`src/rtl/adq_pkg.sv`:
```
// Shared definitions for the temperature acquisition front end.
// TEMP_W must stay equal to the temperatura width used by union_1.
package adq_pkg;

  localparam int DIV_DEF      = 4;
  localparam int N_BITS_DEF   = 8;
  localparam int AVG_LOG2_DEF = 2;
  localparam int TEMP_W       = 5;

  typedef enum logic [2:0] {
    REPOSO = 3'd0,
    PREP   = 3'd1,
    SHIFT  = 3'd2,
    FIN    = 3'd3,
    GUARDA = 3'd4,
    SALIDA = 3'd5
  } adq_state_t;

  // True while a serial frame is in progress (the sclk divider only runs here)
  function automatic logic is_framing(input adq_state_t s);
    return (s == PREP) || (s == SHIFT) || (s == FIN);
  endfunction

endpackage

```
`src/rtl/adq_temperatura_div_sclk.sv`:
```
// Half-period divider for the ADC serial clock.
// tick marks the last system cycle of each DIV-cycle half-period.
// rise marks a tick that ends a low half, i.e. sclk is about to go 0->1.
// restart realigns the phase so every FSM state starts on a fresh low half.
module div_sclk #(
  parameter int DIV = 4
) (
  input  logic clock,
  input  logic reset,
  input  logic en,
  input  logic restart,
  output logic tick,
  output logic rise
);

  localparam int CW = (DIV > 1) ? $clog2(DIV) : 1;

  logic [CW-1:0] cnt;
  logic          phase;

  assign tick = en && (cnt == CW'(DIV - 1));
  assign rise = tick && !phase;

  // Phase counter and half-period parity; idle and restart both return to a low half
  always_ff @(posedge clock or negedge reset) begin
    if (!reset) begin
      cnt   <= '0;
      phase <= 1'b0;
    end else if (!en || restart) begin
      cnt   <= '0;
      phase <= 1'b0;
    end else if (tick) begin
      cnt   <= '0;
      phase <= ~phase;
    end else begin
      cnt <= cnt + 1'b1;
    end
  end

endmodule

```
`src/rtl/adq_temperatura.sv`:
```
// Acquisition stage for the temperature controller: reads an 8-bit serial
// ADC over cs_n/sclk/sdata, averages 2^AVG_LOG2 conversions and publishes
// the top TEMP_W bits of the mean on temperatura with a one-cycle lect.
// temperatura and lect are loaded together so lect always qualifies the
// freshly updated code.
module adq_temperatura
  import adq_pkg::*;
#(
  parameter int DIV      = DIV_DEF,
  parameter int N_BITS   = N_BITS_DEF,
  parameter int AVG_LOG2 = AVG_LOG2_DEF
) (
  input  logic              clock,
  input  logic              reset,
  input  logic              en_m1,
  input  logic              sdata,
  output logic              cs_n,
  output logic              sclk,
  output logic [TEMP_W-1:0] temperatura,
  output logic              lect
);

  localparam int BCW   = (N_BITS > 1) ? $clog2(N_BITS) : 1;
  localparam int SCW   = AVG_LOG2 + 1;
  localparam int ACC_W = N_BITS + AVG_LOG2;

  adq_state_t state, next_state;

  logic              tick;
  logic              rise;
  logic              div_en;
  logic              restart;
  logic              cs_n_next;
  logic              sclk_next;

  logic [N_BITS-1:0] shreg;
  logic [BCW-1:0]    bit_cnt;
  logic [SCW-1:0]    sample_cnt;
  logic [SCW-1:0]    sample_next;
  logic [ACC_W-1:0]  acc;
  logic [ACC_W-1:0]  acc_sum;
  logic [TEMP_W-1:0] temp_code;
  logic              last_bit;
  logic              last_sample;

  assign div_en  = is_framing(state);
  assign restart = (next_state != state);

  div_sclk #(.DIV(DIV)) u_div (
    .clock   (clock),
    .reset   (reset),
    .en      (div_en),
    .restart (restart),
    .tick    (tick),
    .rise    (rise)
  );

  assign last_bit    = (bit_cnt == BCW'(N_BITS - 1));
  assign sample_next = sample_cnt + 1'b1;
  assign last_sample = (sample_next == SCW'(2 ** AVG_LOG2));
  assign acc_sum     = acc + ACC_W'(shreg);
  // Mean is acc_sum >> AVG_LOG2; keep its top TEMP_W bits
  assign temp_code   = TEMP_W'(acc_sum >> (AVG_LOG2 + N_BITS - TEMP_W));

  // Next-state decode plus the next values of the registered link outputs
  always_comb begin
    next_state = state;
    sclk_next  = 1'b0;
    cs_n_next  = 1'b1;
    unique case (state)
      REPOSO: if (en_m1) next_state = PREP;
      PREP:   if (tick) next_state = SHIFT;
      SHIFT: begin
        sclk_next = sclk;
        if (tick) begin
          sclk_next = rise;
          if (!rise && last_bit) next_state = FIN;
        end
      end
      FIN:    if (tick) next_state = GUARDA;
      GUARDA: begin
        if (last_sample)  next_state = SALIDA;
        else if (en_m1)   next_state = PREP;
        else              next_state = REPOSO;
      end
      SALIDA: next_state = en_m1 ? PREP : REPOSO;
      default: next_state = REPOSO;
    endcase
    cs_n_next = !((next_state == PREP) || (next_state == SHIFT));
  end

  // State register and glitch-free flop-driven cs_n/sclk
  always_ff @(posedge clock or negedge reset) begin
    if (!reset) begin
      state <= REPOSO;
      cs_n  <= 1'b1;
      sclk  <= 1'b0;
    end else begin
      state <= next_state;
      cs_n  <= cs_n_next;
      sclk  <= sclk_next;
    end
  end

  // Shift-in, bit/sample counting, accumulation and result publication
  always_ff @(posedge clock or negedge reset) begin
    if (!reset) begin
      shreg       <= '0;
      bit_cnt     <= '0;
      sample_cnt  <= '0;
      acc         <= '0;
      temperatura <= '0;
      lect        <= 1'b0;
    end else begin
      lect <= 1'b0;
      case (state)
        REPOSO: begin
          acc        <= '0;
          sample_cnt <= '0;
          bit_cnt    <= '0;
        end
        PREP: bit_cnt <= '0;
        SHIFT: begin
          if (tick) begin
            if (rise) shreg   <= {shreg[N_BITS-2:0], sdata};
            else      bit_cnt <= bit_cnt + 1'b1;
          end
        end
        GUARDA: begin
          if (last_sample) begin
            acc         <= acc_sum;
            sample_cnt  <= sample_next;
            temperatura <= temp_code;
            lect        <= 1'b1;
          end else if (en_m1) begin
            acc        <= acc_sum;
            sample_cnt <= sample_next;
          end else begin
            acc        <= '0;
            sample_cnt <= '0;
          end
        end
        SALIDA: begin
          acc        <= '0;
          sample_cnt <= '0;
        end
        default: ;
      endcase
    end
  end

endmodule

```
`config.mk`:
```
export PLATFORM = sky130hd
export DESIGN_NAME = adq_temperatura
export DESIGN_NICKNAME = d
export VERILOG_FILES = /design/src/rtl/adq_pkg.sv /design/src/rtl/adq_temperatura_div_sclk.sv /design/src/rtl/adq_temperatura.sv
export SDC_FILE = /design/constraint.sdc
export NUM_CORES = 1
export LEC_CHECK = 0
export CORE_UTILIZATION = 63
export DETAILED_ROUTE_END_ITERATION = 16
export PLACE_DENSITY = 0.95
export SETUP_SLACK_MARGIN = 0.4
export SLEW_MARGIN = 20
export SYNTH_ARGS = -nofsm -noshare
export SYNTH_HDL_FRONTEND = slang
export SYNTH_SLANG_ARGS = --single-unit
```
`constraint.sdc`:
```
create_clock -name clock -period 5.5 [get_ports clock]
set_clock_uncertainty 0.15 [all_clocks]
set_input_delay 0.825 -clock clock [delete_from_list [all_inputs] [get_ports clock]]
set_output_delay 0.825 -clock clock [all_outputs]
set_load 0.1 [all_outputs]
```
==> flow_summary_export.csv, run 1 <==
group,metric,value,unit
outcome,outcome,"finished, final reports clean",
power,seqPwrFrac,50.0,%
clock_tree,htreeDepth,2,
cells_and_area,fin_util,71.9,%
logic_synthesis,ys_types,50,
placement,dpl.cell_count,233,
timing,rsz0062_at_grt,"false",
timing,worst_pin_slew,0.983,ns
critical_path,cp_cell_sequence,"clkdlybuf4s50_1",
logic_synthesis,ys_seq_area_share,46.5,%
clock_tree,cts_sinks,38,
route,drt_iter0_drc,76,
power,switching_share,37.0,%
clock_tree,clk_latency,0.35,ns
critical_path,crit_buf_inv,1,
route,wl_per_cell,15.4,µm
logic_synthesis,synthCells,184,
power,p_comb_share,30.7,%
timing,min_period_over_period,54.3,%
timing,tns,0,ns
logic_synthesis,mappedNetlistArea,2050,µm²
clock_tree,root_buffer,"clkbuf_4",
floorplanning,rows,20,
clock_tree,cts_made_buffers,5,
grt,grt_util_all_layers,25.1,%
timing,setup_viol,0,
logic_synthesis,synth_area_leaders,"dfrtp_1 (45%), ha_1 (7.9%), mux2_2 (6.0%), o21ai_0 (3.2%), a22o_1 (3.0%)",
power,p_leak,0.00104,µW
logic_synthesis,yosys.area.top_type_share,45.2,%
route,drc,0,
min_path,min_from,"u_div.cnt[0]",
cells_and_area,stdcell_count,241,
timing,fin_crit,2.98,ns
flow_run,cap_violations,0,
critical_path,arrival,2.01,ns
critical_path,path_delay_family,"buffers and inverters",
critical_path,end_kind,"primary output",
critical_path,r2r-start,"shreg[0]",
logic_synthesis,ys_ff_latch,38,
power,vdd_drop_max,0.183,mV
placement,place.gp.congestion,0.867,
cells_and_area,fill_cells,229,
logic_synthesis,synth_fp_nets,202,
grt,antenna_found_initial,0,
logic_synthesis,netlist_top_cells_count,"dfrtp_1 (37), ha_1 (13), nor2_1 (13), o21ai_0 (13), nand2_1 (12)",
placement,dp_hpwl,2600,µm
power,p_clk_share,19.3,%
route,vias,1431,
floorplanning,dieHeight,59.0,µm
route,dr.pass1.iters,4,
cells_and_area,drive_above_1_share,14.2,%
clock_tree,cts_setup_buffers,0,
placement,portBuffers,11,
critical_path,setup.worst_path.class,"reg2out",
grt,grt.overflow.total,0,
floorplanning,design.die.area,3490,µm²
floorplanning,initial_core_util,66.6,%
critical_path,worstSetupStartpointType,"flop",
power,p_int,458,µW
critical_path,cp_slowest_cell,"clkdlybuf4s50_1",
logic_synthesis,synth_edf_count,0,
power,p_switching,269,µW
timing,drv_slew,0,
grt,grt_pass1_vias,1437,
timing,slew_headroom,34.3,%
clock_tree,cts_resized,0,
cells_and_area,finalNetCount,214,
clock_tree,cts-hold-fix-buffers,0,
logic_synthesis,yosysMostFrequentCell,"dfrtp_1",
logic_synthesis,synth.largest_area_cell,"dfrtp_1",
timing,finalHoldViolations,0,
cells_and_area,antennaDiodeCount,0,
floorplanning,core-area,3080,µm²
min_path,hold_path.class,"reg2reg",
logic_synthesis,avgSynthCellArea,11.1,µm²
grt,grt_max_degree,39,
floorplanning,ioPinCount,12,
route,finalWirelength,3710,µm
logic_synthesis,postSynth.asyncResetShare,100,%
critical_path,required,4.53,ns
clock_tree,cts.path.max_buffers,2,
timing,fmax,335,MHz
route,vias_per_cell,5.94,
critical_path,cp_max_fo,1,
cells_and_area,area_delta_synth_final,8.00,%
route,ant_nets,0,
grt,grt_pass1_wl,6330,µm
power,power.density,328,nW/µm²
critical_path,worstSetupStartpoint,"cs_n",
logic_synthesis,yosysWarnings,0,
clock_tree,cts_tree,"yes",
logic_synthesis,synth_ff_type,"dfrtp_1",
clock_tree,clk_pin_slew,0.11,ns
floorplanning,die_w,59.0,µm
critical_path,critPathMaxStageDelay,1.12,ns
## final timing paths
path | endpoint | slack (ns) | cells after the start
min | u_div.cnt[0] | 0.31 | 1
max reg2reg | temperatura[3] | 3.04 | 7
max in group asynchronous | sample_cnt[1] | 4.28 | 1
min in group asynchronous | bit_cnt[0] | 0.40 | 1
min reg2reg | u_div.cnt[0] | 0.31 | 1
max | cs_n | 2.52 | 1
## through the flow
| step | area, µm² | worst slack [ns] | power, µW | hold slack (ns) |
|---|---|---|---|---|
| after floorplan | 2050 | 3.29 | 546 | 0.280 |
| after global placement | 2160 | 2.91 | 574 | 0.294 |
| after detailed placement | 2160 | 2.90 | 591 | 0.304 |
| after CTS | 2210 | 2.51 | 728 | 0.317 |
| after global routing | 2210 | 2.49 | 768 | 0.328 |
| final | 2210 | 2.52 | 727 | 0.314 |
## layout by cell type (no fill, tap or decap), drive strengths merged, types with 3 or more instances in the layout
master | synthesis | final
dfrtp | 37 | 37
o21ai | 14 | 14
nor2 | 13 | 13
ha | 13 | 13
nand2 | 12 | 12
mux2 | 11 | 11
clkdlybuf4s50 | 0 | 10
a22o | 8 | 8
clkbuf | 2 | 8
a21oi | 7 | 7
nand2b | 6 | 6
inv | 6 | 6
xnor2 | 5 | 5
nor3 | 4 | 4
nand3 | 4 | 4
xor2 | 3 | 3
mux2i | 3 | 3
## metal layers
metal / part of all wire, % / GRT usage (%) / up-vias / routed length, µm
met5: 0 / 0 / - / 0
met3: 3.7 / 5.02 / 12 / 139
li1: - / - / 689 / -
met1: 43 / 31.0 / 696 / 1580
met2: 51 / 40.4 / 34 / 1880
met4: 3.0 / 15.6 / 0 / 113
## sequential cells by signal, summed over array words and instances (netlist names)
register / flops
lect: 1
acc: 10
sclk: 1
temperatura: 5
state: 3
cs_n: 1
sample_cnt: 3
bit_cnt: 3
u_div.phase: 1
shreg: 8
u_div.cnt: 2
## power by group through the flow
stage	sequential [µW]	combinational, µW	clock [µW]
after floorplan	384	162	0
after global placement	365	209	0
after detailed placement	369	222	0
after CTS	364	225	140
after global routing	369	246	153
final	363	223	141
## cell families after synthesis
kind of cell / count (synthesis) / share of synthesized area (%)
fa+ha+maj: 14 / 8.91
compound gates: 44 / 14.9
buf+inv: 12 / 3.42
xor+xnor: 8 / 3.42
flops: 38 / 46.5
simple gates: 54 / 15.4
mux: 14 / 7.51
## final cells by class
type	instances	area, µm²	share of cell area, %
clock buffer	8	48.8	2.20
multi-input combinational	134	1030	46.4
inverter	6	25.0	1.13
timing repair buffer	11	105	4.75
sequential	38	952	43.0
tap	44	55.1	2.49
No activity file was read; power rests on OpenSTA's default activity.
==> inputs of run 2 (changes only) <==
--- a/config.mk
+++ b/config.mk
@@ -5,9 +5,9 @@
 export SDC_FILE = /design/constraint.sdc
 export NUM_CORES = 1
 export LEC_CHECK = 0
-export CORE_UTILIZATION = 63
+export CORE_UTILIZATION = 53
 export DETAILED_ROUTE_END_ITERATION = 16
-export PLACE_DENSITY = 0.95
+export PLACE_DENSITY = 0.86
 export SETUP_SLACK_MARGIN = 0.4
 export SLEW_MARGIN = 20
 export SYNTH_ARGS = -nofsm -noshare
==> constraint.sdc (replaced) <==
create_clock -name clock -period 2.7 [get_ports clock]
set_clock_uncertainty 0.15 [all_clocks]
set_input_delay 0.405 -clock clock [delete_from_list [all_inputs] [get_ports clock]]
set_output_delay 0.405 -clock clock [all_outputs]
set_load 0.1 [all_outputs]
==> run 2 against run 1 <==
Compared with the run above:
- setup slack worse by 2.0 ns
- cell area is 1.7% higher
- utilization is 11 points lower
- first-iteration DRC count is 9.2% lower
- critical path depth is 6 higher
- clock power grew to 2.7 times the previous value
- count of clock-buffer cells in the layout stayed put
- non-clock buffer count stayed put
- largest cell class unchanged
==> flow_summary_export.csv, run 2 (synthesized netlist as in run 1, its figures left out) <==
group,metric,value,unit
critical_path,cp_slowest_cell,"fa_2",
clock_tree,cts_made_buffers,5,
critical_path,critPathMaxStageDelay,0.41,ns
placement,place_area,2150,µm²
placement,dp_hpwl,2460,µm
timing,min_period_over_period,81.7,%
critical_path,arrival,2.24,ns
cells_and_area,largest_register_ff_count,10,
timing,fmax,453,MHz
timing,finalHoldViolations,0,
power,total_power,1580,µW
timing,slew_headroom,44.9,%
critical_path,end_kind,"flop",
route,wl_per_cell,15.0,µm
power,vdd_drop_max,0.376,mV
cells_and_area,reg.largest.list,"acc: 10 flops, shreg: 8 flops, temperatura: 5 flops",
critical_path,crit_buf_inv,0,
critical_path,path_delay_family,"adder cells",
floorplanning,ioPinCount,12,
clock_tree,cts_tree,"yes",
critical_path,cp_max_fo,3,
timing,setup_viol,0,
timing,whs,0.0506,ns
clock_tree,clk_pin_slew,0.07,ns
floorplanning,rows,22,
grt,grt_pass1_vias,1310,
clock_tree,cts.path.max_buffers,2,
cells_and_area,area_delta_synth_final,9.83,%
cells_and_area,final_common_cell,"dfrtp_1",
critical_path,r2r-start,"shreg[0]",
route,finalWirelength,3680,µm
timing,rsz0062_at_grt,"true",
clock_tree,cts-hold-fix-buffers,0,
route,drc,0,
clock_tree,cts_setup_buffers,0,
route,dr.pass1.iters,4,
route,ant_nets,0,
route,vias_per_cell,5.62,
cells_and_area,antennaDiodeCount,0,
timing,worst_pin_slew,0.827,ns
floorplanning,initial_core_util,55.6,%
cells_and_area,finalInstanceArea,2250,µm²
grt,grt_pass1_wl,5910,µm
clock_tree,root_buffer,"clkbuf_8",
power,power.density,703,nW/µm²
min_path,hold_path.class,"in2async",
cells_and_area,finalNetCount,214,
critical_path,r2r_cells,7,
grt,grt.overflow.total,0,
critical_path,r2r_end,"temperatura[1]",
clock_tree,cts_sinks,38,
grt,grt_max_degree,39,
floorplanning,core-area,3690,µm²
critical_path,r2r_slack,0.49,ns
outcome,outcome,"finished, final reports clean",
clock_tree,clk_latency,0.30,ns
critical_path,worstSetupStartpointType,"flop",
grt,antenna_found_initial,0,
critical_path,cp_cell_sequence,"ha_2, fa_2, a211oi_4, o21bai_1, a21oi_1, xnor2_1, mux2_2",
flow_run,cap_violations,0,
timing,tns,0,ns
floorplanning,die_w,64.2,µm
placement,place.gp.congestion,0.864,
cells_and_area,final_cell_mix,"dfrtp_1 (37), nor2_1 (13), o21ai_0 (13)",
critical_path,worstSetupStartpoint,"shreg[0]",
cells_and_area,drive_above_1_share,20.3,%
critical_path,setup.worst_path.class,"reg2reg",
clock_tree,htreeDepth,2,
floorplanning,design.die.area,4120,µm²
route,vias,1378,
timing,fin_crit,2.21,ns
timing,setup_slack,0.493,ns
route,drt_iter0_drc,69,
placement,post-place-ws,0.372,ns
grt,grt_util_all_layers,19.6,%
power,p_leak,0.00107,µW
cells_and_area,top_register,"acc",
timing,drv_slew,0,
critical_path,required,2.74,ns
placement,portBuffers,11,
floorplanning,dieHeight,64.2,µm
run 2: changes by cell type in the layout (fill, tap and decap cells not counted), sizes merged:
cell           before  now
buf                 1    9
clkdlybuf4s50      10    2
run 2: per-stage QoR:
stage / instances / utilization, %
final: 245 / 61.0
after global routing: 245 / 61.0
after floorplan: 184 / -
after detailed placement: 237 / 58.3
after CTS: 245 / 60.6
after global placement: 237 / 58.3
run 2: layout make-up:
cell class	count	area [µm²]
Tap cell	48	60.1
Sequential cell	38	952
Multi-Input combinational cell	134	1050
Timing Repair Buffer	11	85.1
Clock buffer	8	80.1
Fill cell	313	1440
Inverter	6	25.0
run 2: how the worst max path moves through the flow:
stage                     cells past startpoint  slack (ns)              to
final                                         7        0.49  temperatura[1]
after global routing                          6        0.39  temperatura[2]
after CTS                                     7        0.44  temperatura[1]
after detailed placement                      7        0.37  temperatura[1]
after global placement                        7        0.41  temperatura[1]
after floorplan                               7        0.49  temperatura[1]
run 2: report_power, final:
group          switching [µW]  leakage [µW]  internal (µW)  total, µW
combinational             285      0.000514            177        462
clock                     198     0.0000395            183        381
sequential               85.6      0.000516            654        739
run 2: worst reg2reg max path: stages, from the launching register on:
cell	delay [ns]
dfrtp_1	0.39
ha_2	0.22
fa_2	0.41
a211oi_4	0.29
o21bai_1	0.11
a21oi_1	0.17
xnor2_1	0.10
mux2_2	0.27
run 2: per-layer routing:
layer  routed length (µm)  GRT usage (%)
met1                 1740           24.5
met2                 1760           30.3
met3                  121           4.29
met4                   65           13.3
met5                    0              0
run 2: repair_timing:
| item | CTS | global route |
|---|---|---|
| endpoints found under the hold margin | 0 | 0 |
| pin swaps | 0 | 3 |
| setup endpoints to repair | 2 | 4 |
| resized for setup | 1 | 4 |
==> inputs of run 3 (changes only) <==
--- a/config.mk
+++ b/config.mk
@@ -5,9 +5,9 @@
 export SDC_FILE = /design/constraint.sdc
 export NUM_CORES = 1
 export LEC_CHECK = 0
-export CORE_UTILIZATION = 53
+export CORE_UTILIZATION = 59
 export DETAILED_ROUTE_END_ITERATION = 16
-export PLACE_DENSITY = 0.86
+export PLACE_DENSITY = 0.9
 export SETUP_SLACK_MARGIN = 0.4
 export SLEW_MARGIN = 20
 export SYNTH_ARGS = -nofsm -noshare
==> constraint.sdc (replaced) <==
create_clock -name clock -period 2.2 [get_ports clock]
set_clock_uncertainty 0.15 [all_clocks]
set_input_delay 0.33 -clock clock [delete_from_list [all_inputs] [get_ports clock]]
set_output_delay 0.33 -clock clock [all_outputs]
set_load 0.1 [all_outputs]
==> run 3 against run 2 <==
Compared with the run above:
- the flow now finishes with violations (negative setup slack)
- global-route usage is 10 points higher
- non-clock buffer count up 34
- sequential share of layout area fell by 7.2 points
- first-iteration DRC count rose to 2.8 times the previous value
- count of clock-buffer cells in the layout fell by 1
- sequential power rose by 26%
- largest power group unchanged
==> flow_summary_export.csv, run 3 (synthesized netlist as in run 1, its figures left out) <==
group,metric,value,unit
min_path,hold_path.class,"in2async",
cells_and_area,antennaDiodeCount,0,
floorplanning,core-area,3340,µm²
outcome,outcome,"finished, violations left",
cells_and_area,finalNetCount,249,
grt,grt_use_met2,51.3,%
timing,worst_pin_slew,0.468,ns
clock_tree,root_buffer,"clkbuf_4",
critical_path,arrival,2.44,ns
grt,grt_pass1_wl,7810,µm
timing,fmax,429,MHz
route,ant_nets,0,
timing,slew_headroom,68.5,%
clock_tree,htreeDepth,2,
grt,grt_util_all_layers,29.9,%
timing,fin_crit,2.33,ns
clock_tree,cts_sinks,38,
cells_and_area,area_delta_synth_final,33.1,%
power,seqPwrFrac,42.6,%
critical_path,end_kind,"flop",
power,vdd_drop_max,0.660,mV
grt,grt.met1_usage,36.8,%
grt,use_met3,6.61,%
flow_run,cap_violations,0,
grt,gr-max-usage-layer,"met2",
grt,grt_max_degree,39,
cells_and_area,final_cell_mix,"dfrtp_1 (33), buf_4 (33), nand2_1 (12)",
cells_and_area,top_register,"acc",
cells_and_area,fill_cells,147,
route,vias,1770,
floorplanning,dieHeight,60.9,µm
outcome,violations,"negative setup slack",
placement,portBuffers,11,
critical_path,cp_max_fo,2,
power,p_clk_share,18.4,%
cells_and_area,drive_above_1_share,44.0,%
clock_tree,cts_tree,"yes",
critical_path,worstSetupStartpointType,"flop",
floorplanning,initial_core_util,61.4,%
clock_tree,cts-hold-fix-buffers,0,
timing,setup_viol,4,
cells_and_area,fin_util,81.7,%
route,wl_per_cell,21.7,µm
timing,finalHoldViolations,0,
placement,dp_hpwl,2770,µm
timing,drv_slew,0,
timing,whs,0.217,ns
power,switching_share,37.9,%
placement,place.gp.congestion,0.799,
power,p_switching,828,µW
route,drc,0,
cells_and_area,reg.largest.list,"acc: 10 flops, shreg: 8 flops, temperatura: 5 flops",
power,p_comb_share,39.0,%
clock_tree,cts.path.max_buffers,2,
power,p_int,1360,µW
floorplanning,ioPinCount,12,
timing,rsz0062_at_grt,"true",
floorplanning,die_w,60.9,µm
route,drt_iter0_drc,193,
critical_path,required,2.30,ns
cells_and_area,seq_area,957,µm²
timing,min_period_over_period,106,%
cells_and_area,multi_input_area,1250,µm²
route,dr.pass1.iters,4,
grt,grt.overflow.total,0,
floorplanning,design.die.area,3710,µm²
power,power.density,802,nW/µm²
critical_path,setup.worst_path.class,"reg2reg",
timing,setup_slack,-0.133,ns
power,p_leak,0.00127,µW
grt,antenna_found_initial,0,
clock_tree,cts_made_buffers,5,
floorplanning,rows,21,
route,vias_per_cell,6.37,
clock_tree,clk_latency,0.37,ns
route,finalWirelength,6040,µm
cells_and_area,largest_register_ff_count,10,
clock_tree,clk_pin_slew,0.14,ns
grt,grt_pass1_vias,1604,
run 3: cell count changes in the layout (fill, tap and decap cells not counted), moves of 4 or more:
cell / delta
buf_4: +25
mux2_2: -9
mux2_4: +9
buf_6: +8
ha_1: -7
a21oi_1: -5
clkbuf_4: +5
ha_4: +5
o21ai_0: -5
a21oi_2: +4
clkbuf_8: -4
dfrtp_1: -4
dfrtp_2: +4
run 3: worst paths after layout:
path	startpoint	to	slack, ns	depth (start not counted)
max in group asynchronous	reset	shreg[1]	1.30	2
setup / recovery	acc[1]	temperatura[1]	-0.13	7
setup reg to reg	acc[1]	temperatura[1]	-0.13	7
min in group clock	u_div.cnt[0]	u_div.cnt[0]	0.35	1
hold reg to reg	u_div.cnt[0]	u_div.cnt[0]	0.35	1
hold / removal	reset	acc[1]	0.22	2
run 3: routing by layer:
metal | vias to the layer above | share of wire, %
met5 | - | 0
met4 | 0 | 4.6
met3 | 32 | 6.2
met2 | 102 | 50
met1 | 877 | 39
li1 | 759 | -
run 3: timing repair:
action,4_1_cts,5_1_grt
gates resized for setup,22,36
setup buffers,20,13
pin swaps,19,19
cloned,1,0
endpoints found under the setup margin,28,24
run 3: through the flow:
stage	TNS (ns)	setup slack (ns)	std cells	total power, µW	area (µm²)
2_1_floorplan	0	0.149	184	1370	2060
3_3_place_gp	0	0.0769	236	1440	2170
3_5_place_dp	-0.0390	-0.0390	236	1490	2170
4_1_cts	0	0.0692	265	1970	2480
5_1_grt	-0.748	-0.161	278	2280	2730
6_report	-0.270	-0.133	278	2190	2730
run 3: final cells by class:
| cell class | count | share of cell area, % |
|---|---|---|
| clock buffers | 7 | 2.02 |
| clock inverters | 1 | 0.183 |
| inverters | 6 | 0.917 |
| multi-input cells | 135 | 46.0 |
| flip-flops and latches | 38 | 35.1 |
| well taps | 46 | 2.11 |
| repair buffers | 45 | 13.7 |
run 3: power by group through the flow:
stage	sequential (µW)	clock, µW	combinational [µW]
floorplan	962	0	408
global placement	908	0	532
detailed placement	921	0	567
CTS	921	397	651
global route	938	428	913
finish	932	402	853
run 3: worst max-delay path, cell delays in order, from the launching register on:
cell and delay, ns:
dfrtp_1 0.46, buf_6 0.15, fa_2 0.37, a211oi_2 0.32
o21bai_1 0.17, a21oi_2 0.19, xnor2_1 0.12, mux2_4 0.28
==> RTL edit 1 (flow settings as in run 2) <==
`TEMP_W`: 5 -> 4.
--- a/src/rtl/adq_pkg.sv
+++ b/src/rtl/adq_pkg.sv
@@ -5,7 +5,7 @@
   localparam int DIV_DEF      = 4;
   localparam int N_BITS_DEF   = 8;
   localparam int AVG_LOG2_DEF = 2;
-  localparam int TEMP_W       = 5;
+  localparam int TEMP_W       = 4;
 
   typedef enum logic [2:0] {
     REPOSO = 3'd0,
Ports: changed (resized temperatura); port bits go from 12 to 11. The function was not compared with the original's and may differ.
==> RTL edit 1 against run 2 <==
Via count fell by 1.4%; setup slack better by 0.014 ns; synthesized area is 2.4% lower; wire length is 7.3% lower; cell area decreased by 1.9%; highest routed layer unchanged; sequential cell count fell by 1; hold slack gained 0.25 ns; first-iteration DRC count increased by 8.7%; sequential share of layout area fell by 0.32 points.
Power is not compared: it rests on default switching activity, and its combinational part moved more than twofold at a synthesized area within 25%.
==> RTL edit 1: results (changes against run 2) <==
Synth
  – Synth area leaders: dfrtp_1 (45%), ha_1 (8.1%), mux2_2 (5.1%) (was dfrtp_1 (45%), ha_1 (7.9%), mux2_2 (6.0%))
  – Distinct cell type count after synthesis: 46 (was 50)
  – Post-synth EDFFs: 0 (unchanged)
  – Commonest cells post-synth: dfrtp_1 (36), ha_1 (13), nor2_1 (12), a21oi_1 (10) (was dfrtp_1 (37), ha_1 (13), nor2_1 (13), o21ai_0 (13), nand2_1 (12))
  – Async SR Flop Fraction: 1.00 (unchanged)
  – Cell count after synthesis: 177 (was 184)
  – Net Count, Synth: 195 (was 202)
  – Register area share after synthesis: 0.463 (was 0.465)
  – Ys Warns: 0 (unchanged)

CTS
  – Clk slew on worst S/H paths: 0.07 ns (about the same)
  – CTS buffer count: 5 (unchanged)
  – Worst-skew pair later-pin latency: 0.30 ns (about the same)
  – Post-CTS Hold Buffers: 0 (unchanged)
  – Post-cts sizing count: 0 (was 1)
  – H-tree lvl count: 2 (unchanged)
  – Clock buffer depth: 2 (unchanged)
  – Post-CTS setup buffers: 0 (unchanged)
  – Clk root buf: clkbuf_8 (unchanged)

Final layout
  – Fraction of layout cells with a size suffix above 1: 0.199 (was 0.203)
  – Diode count: 0 (unchanged)
  – Finished Layout Cells: 237 (was 245)
  – Fin nets: 208 (was 214)
  – Register Area: 927 um2 (was 952 um2)
  – Largest regs: acc x10, shreg x8, temperatura x4 (was acc x10, shreg x8, temperatura x5)
  – Fillers: 259 (was 313)

Hold path
  – Worst Hold Class: flip-flop to flip-flop (was input pin to async pin)
  – Hold Path Origin: u_div.cnt[0]
  – Hold path cells: 1
  – Min-Delay Endpoint: u_div.cnt[0]

Global route
  – First-pass GRT wire length: 6010 um (was 5910 um)
  – Number of antenna violations at the first check in global routing: 0 (unchanged)
  – Vias in the first global route: 1328 (was 1310)
  – Global router's overall resource usage: 0.197 (was 0.196)
  – Pin count of the biggest net entering global routing: 38 (was 39)

Timing
  – PnR worst setup slack: 0.507 ns (was 0.493 ns)
  – Worst-Margin Slew: 0.630 ns (was 0.827 ns)
  – WHS: 0.300 ns (was 0.0506 ns)

Critical path
  – Worst r2r src: shreg[0] (unchanged)
  – R2r setup slk: 0.51 ns
  – Arrival time of the worst setup path: 2.23 ns
  – Worst R2R End: temperatura[2] (was temperatura[1])
  – R2r worst-path depth: 7 (unchanged)
  – Critical path fanouts, max: 3 (unchanged)

Detailed routing
  – Initial drt markers: 75 (was 69)
  – Final WL: 3410 um (was 3680 um)
  – TritonRoute pass-1 iters: 5 (was 4)
  – Via density: 5.73 (was 5.62)

Pwr
  – Pleak: ~1.0 nW
  – Max VDD drop: 0.000273 V

Placement
  – Dpl hpwl: 2410 um (was 2460 um)
  – Placed Area: 2100 um2 (was 2150 um2)
  – Placed insts: 229 (was 237)
  – GPL Wtd Cong: 0.788 (was 0.864)
  – Buffers on Ports: 10 (was 11)
  – Dpl ws: 0.482 ns (was 0.372 ns)

Job
  – Max Cap Viol: 0 (unchanged)

Outcome
  – Status: finished clean (unchanged)
==> RTL edit 1: cell count changes in the layout (fill, tap and decap cells not counted), sizes merged, moves of 2 or more <==
cell	change
nand4b	-2
nand2	-3
and3b	-2
a21oi	+4
nand2b	-2
inv	+2
==> RTL edit 1: worst max path at each step <==
stage	start	to	cells past startpoint
after detailed placement	shreg[0]	temperatura[0]	7
after global placement	shreg[0]	temperatura[0]	7
final	shreg[0]	temperatura[2]	7
after floorplan	shreg[0]	temperatura[0]	7
after global routing	shreg[0]	temperatura[0]	7
after CTS	shreg[0]	temperatura[0]	7
==> RTL edit 1: cell families after synthesis <==
group	count (synthesis)	share of synthesized area
AND/OR/NAND/NOR	46	0.131
AO/OA/AOI/OAI	44	0.159
flip-flops	37	0.463
buffers and inverters	14	0.0406
adder cells (fa/ha/maj)	14	0.0913
multiplexers	13	0.0757
XOR/XNOR	9	0.0394
==> RTL edit 1: power breakdown <==
| part | switching [mW] | internal, mW |
|---|---|---|
| Clock | 0.197 | 0.231 |
| Sequential | 0.00435 | 0.559 |
| Combinational | 0.0232 | 0.0168 |
==> RTL edit 1: layer usage <==
| metal | track usage | share of wire |
|---|---|---|
| met5 | 0 | 0 |
| met2 | 0.303 | 0.47 |
| met4 | 0.119 | 0.030 |
| met1 | 0.250 | 0.46 |
| met3 | 0.0435 | 0.036 |
==> RTL edit 1: area by class of cell <==
type,instances,area share
sequential,37,0.420
inverter,8,0.0136
tap,46,0.0261
clock inverter,1,0.00227
clock buffer,7,0.0436
multi-input combinational,126,0.450
timing repair buffer,12,0.0442
==> RTL edit 1: critical path, cell delays in order, from the launching register on <==
cell and delay [ns]:
dfrtp_1 0.40, ha_2 0.22, fa_1 0.40, a21o_1 0.20, and3_1 0.21, o22ai_1 0.25
xnor2_1 0.18, o21ai_1 0.07
==> RTL edit 2 (config.mk and constraints of run 2) <==
Made on the original files. Remove the register `cs_n`: a continuous assignment takes its place, so the output `cs_n` follows one clock earlier.
--- a/src/rtl/adq_temperatura.sv
+++ b/src/rtl/adq_temperatura.sv
@@ -93,14 +93,14 @@
   always_ff @(posedge clock or negedge reset) begin
     if (!reset) begin
       state <= REPOSO;
-      cs_n  <= 1'b1;
       sclk  <= 1'b0;
     end else begin
       state <= next_state;
-      cs_n  <= cs_n_next;
       sclk  <= sclk_next;
     end
   end
+
+  assign cs_n = cs_n_next;
 
   // Shift-in, bit/sample counting, accumulation and result publication
   always_ff @(posedge clock or negedge reset) begin
Check against the original RTL: not equivalent (a bounded check fails within 4 cycles, from zero or initial values and one cycle with reset low).
==> RTL edit 2 against run 2 <==
Cell area grew 2.8%; synthesized cell count up 0.54%; sequential cell count fell by 1; synthesized area shrank 2.1%; wire length is 7.1% higher; non-clock buffer count up 3; count of clock-buffer cells in the layout is 2 lower; setup slack got worse by 0.041 ns.
Power is not compared: it rests on default switching activity, and its combinational part moved more than twofold at a synthesized area within 25%.
==> RTL edit 2: results (changes against run 2) <==
Global route
  – Global router's overall resource usage: 0.219 (was 0.196)
  – Met2 Usage GRT: 0.390 (was 0.303)
  – Pin count of the biggest net entering global routing: 38 (was 39)
  – Vias in the first global route: 1468 (was 1310)
  – Met1 track demand over resource: 0.252 (was 0.245)

Hold path
  – Worst Hold Class: flip-flop to flip-flop (was input pin to async pin)

CTS
  – CTS sink count: 37 (was 38)

Timing
  – Worst-Margin Slew: 0.517 ns (was 0.827 ns)

Synth
  – Distinct cell type count after synthesis: 45 (was 50)
  – Synth Flop Type: dfrtp_1 (unchanged)
  – Cell count after synthesis: 185 (was 184)
  – Synth area leaders: dfrtp_1 (46%), ha_1 (8.1%), mux2_2 (6.7%) (was dfrtp_1 (45%), ha_1 (7.9%), mux2_2 (6.0%))
  – Net Count, Synth: 203 (was 202)
  – Register area share after synthesis: 0.462 (was 0.465)
  – Commonest cells post-synth: dfrtp_1 (37), nand2_1 (15), ha_1 (13), o21ai_0 (13), mux2_2 (12) (was dfrtp_1 (37), ha_1 (13), nor2_1 (13), o21ai_0 (13), nand2_1 (12))

Detailed routing
  – Via density: 5.92 (was 5.62)
  – Final WL: 3940 um (was 3680 um)
  – Initial drt markers: 78 (was 69)
  – TritonRoute pass-1 iters: 4 (unchanged)

Final layout
  – Fillers: 268 (was 313)
  – Post-layout util: 0.667 (was 0.610)
  – Non-clock buffering overhead: 0.0541 (was 0.0378)
  – Non-clk bufs: 14 (was 11)
  – Finished Layout Cells: 248 (was 245)
  – Most flops, register: acc (unchanged)
  – Fin area: 2310 um2 (was 2250 um2)
  – Multi-input gate area: 1060 um2 (was 1050 um2)
  – Multi-input gates: 137 (was 134)
  – Register Area: 926 um2 (was 952 um2)
  – Fin nets: 219 (was 214)
  – Clock buf/inv share: 0.0519 (was 0.0356)
  – Clock buffer count: 6 (was 8)
  – Fraction of layout cells with a size suffix above 1: 0.213 (was 0.203)

Outcome
  – Status: finished clean (unchanged)

Critical path
  – CP delay by family, top: flip-flops (was adder cells)
  – CP max stage delay: 0.44 ns (was 0.41 ns)
  – Critical path's slowest cell: dfrtp_1 (was fa_2)
  – Setup crit start: sample_cnt[0] (was shreg[0])

Placement
  – Dpl ws: 0.472 ns (was 0.372 ns)
  – Placed insts: 240 (was 237)
  – Dpl hpwl: 2850 um (was 2460 um)
[RTL edit 2: repair_timing]
action	in CTS	in global routing
endpoints found under the setup margin	1	5
pin swaps	1	0
resized for setup	2	4
[RTL edit 2: final timing paths]
path / to / cells after the start / slack (ns)
min in group asynchronous: sample_cnt[0] / 2 / 0.38
max in group asynchronous: temperatura[2] / 2 / 1.70
worst min-delay path: u_div.cnt[0] / 1 / 0.29
worst max register to register: temperatura[1] / 7 / 0.49
worst max-delay path: cs_n / 6 / 0.45
worst min register to register: u_div.cnt[0] / 1 / 0.29
[RTL edit 2: logic make-up after synthesis]
group,Yosys count,synth area share
adders and majority gates,14,0.0911
AOI/OAI and AO/OA,48,0.162
muxes,14,0.0774
and+or+nand+nor,53,0.145
buffers and inverters,11,0.0274
xor gates and xnor gates,8,0.0349
DFF,37,0.462
[RTL edit 2: metal layers]
layer	wire length (um)	up-vias
met3	176	4
met5	0	-
met1	1720	719
li1	-	704
met4	10	0
met2	2040	40
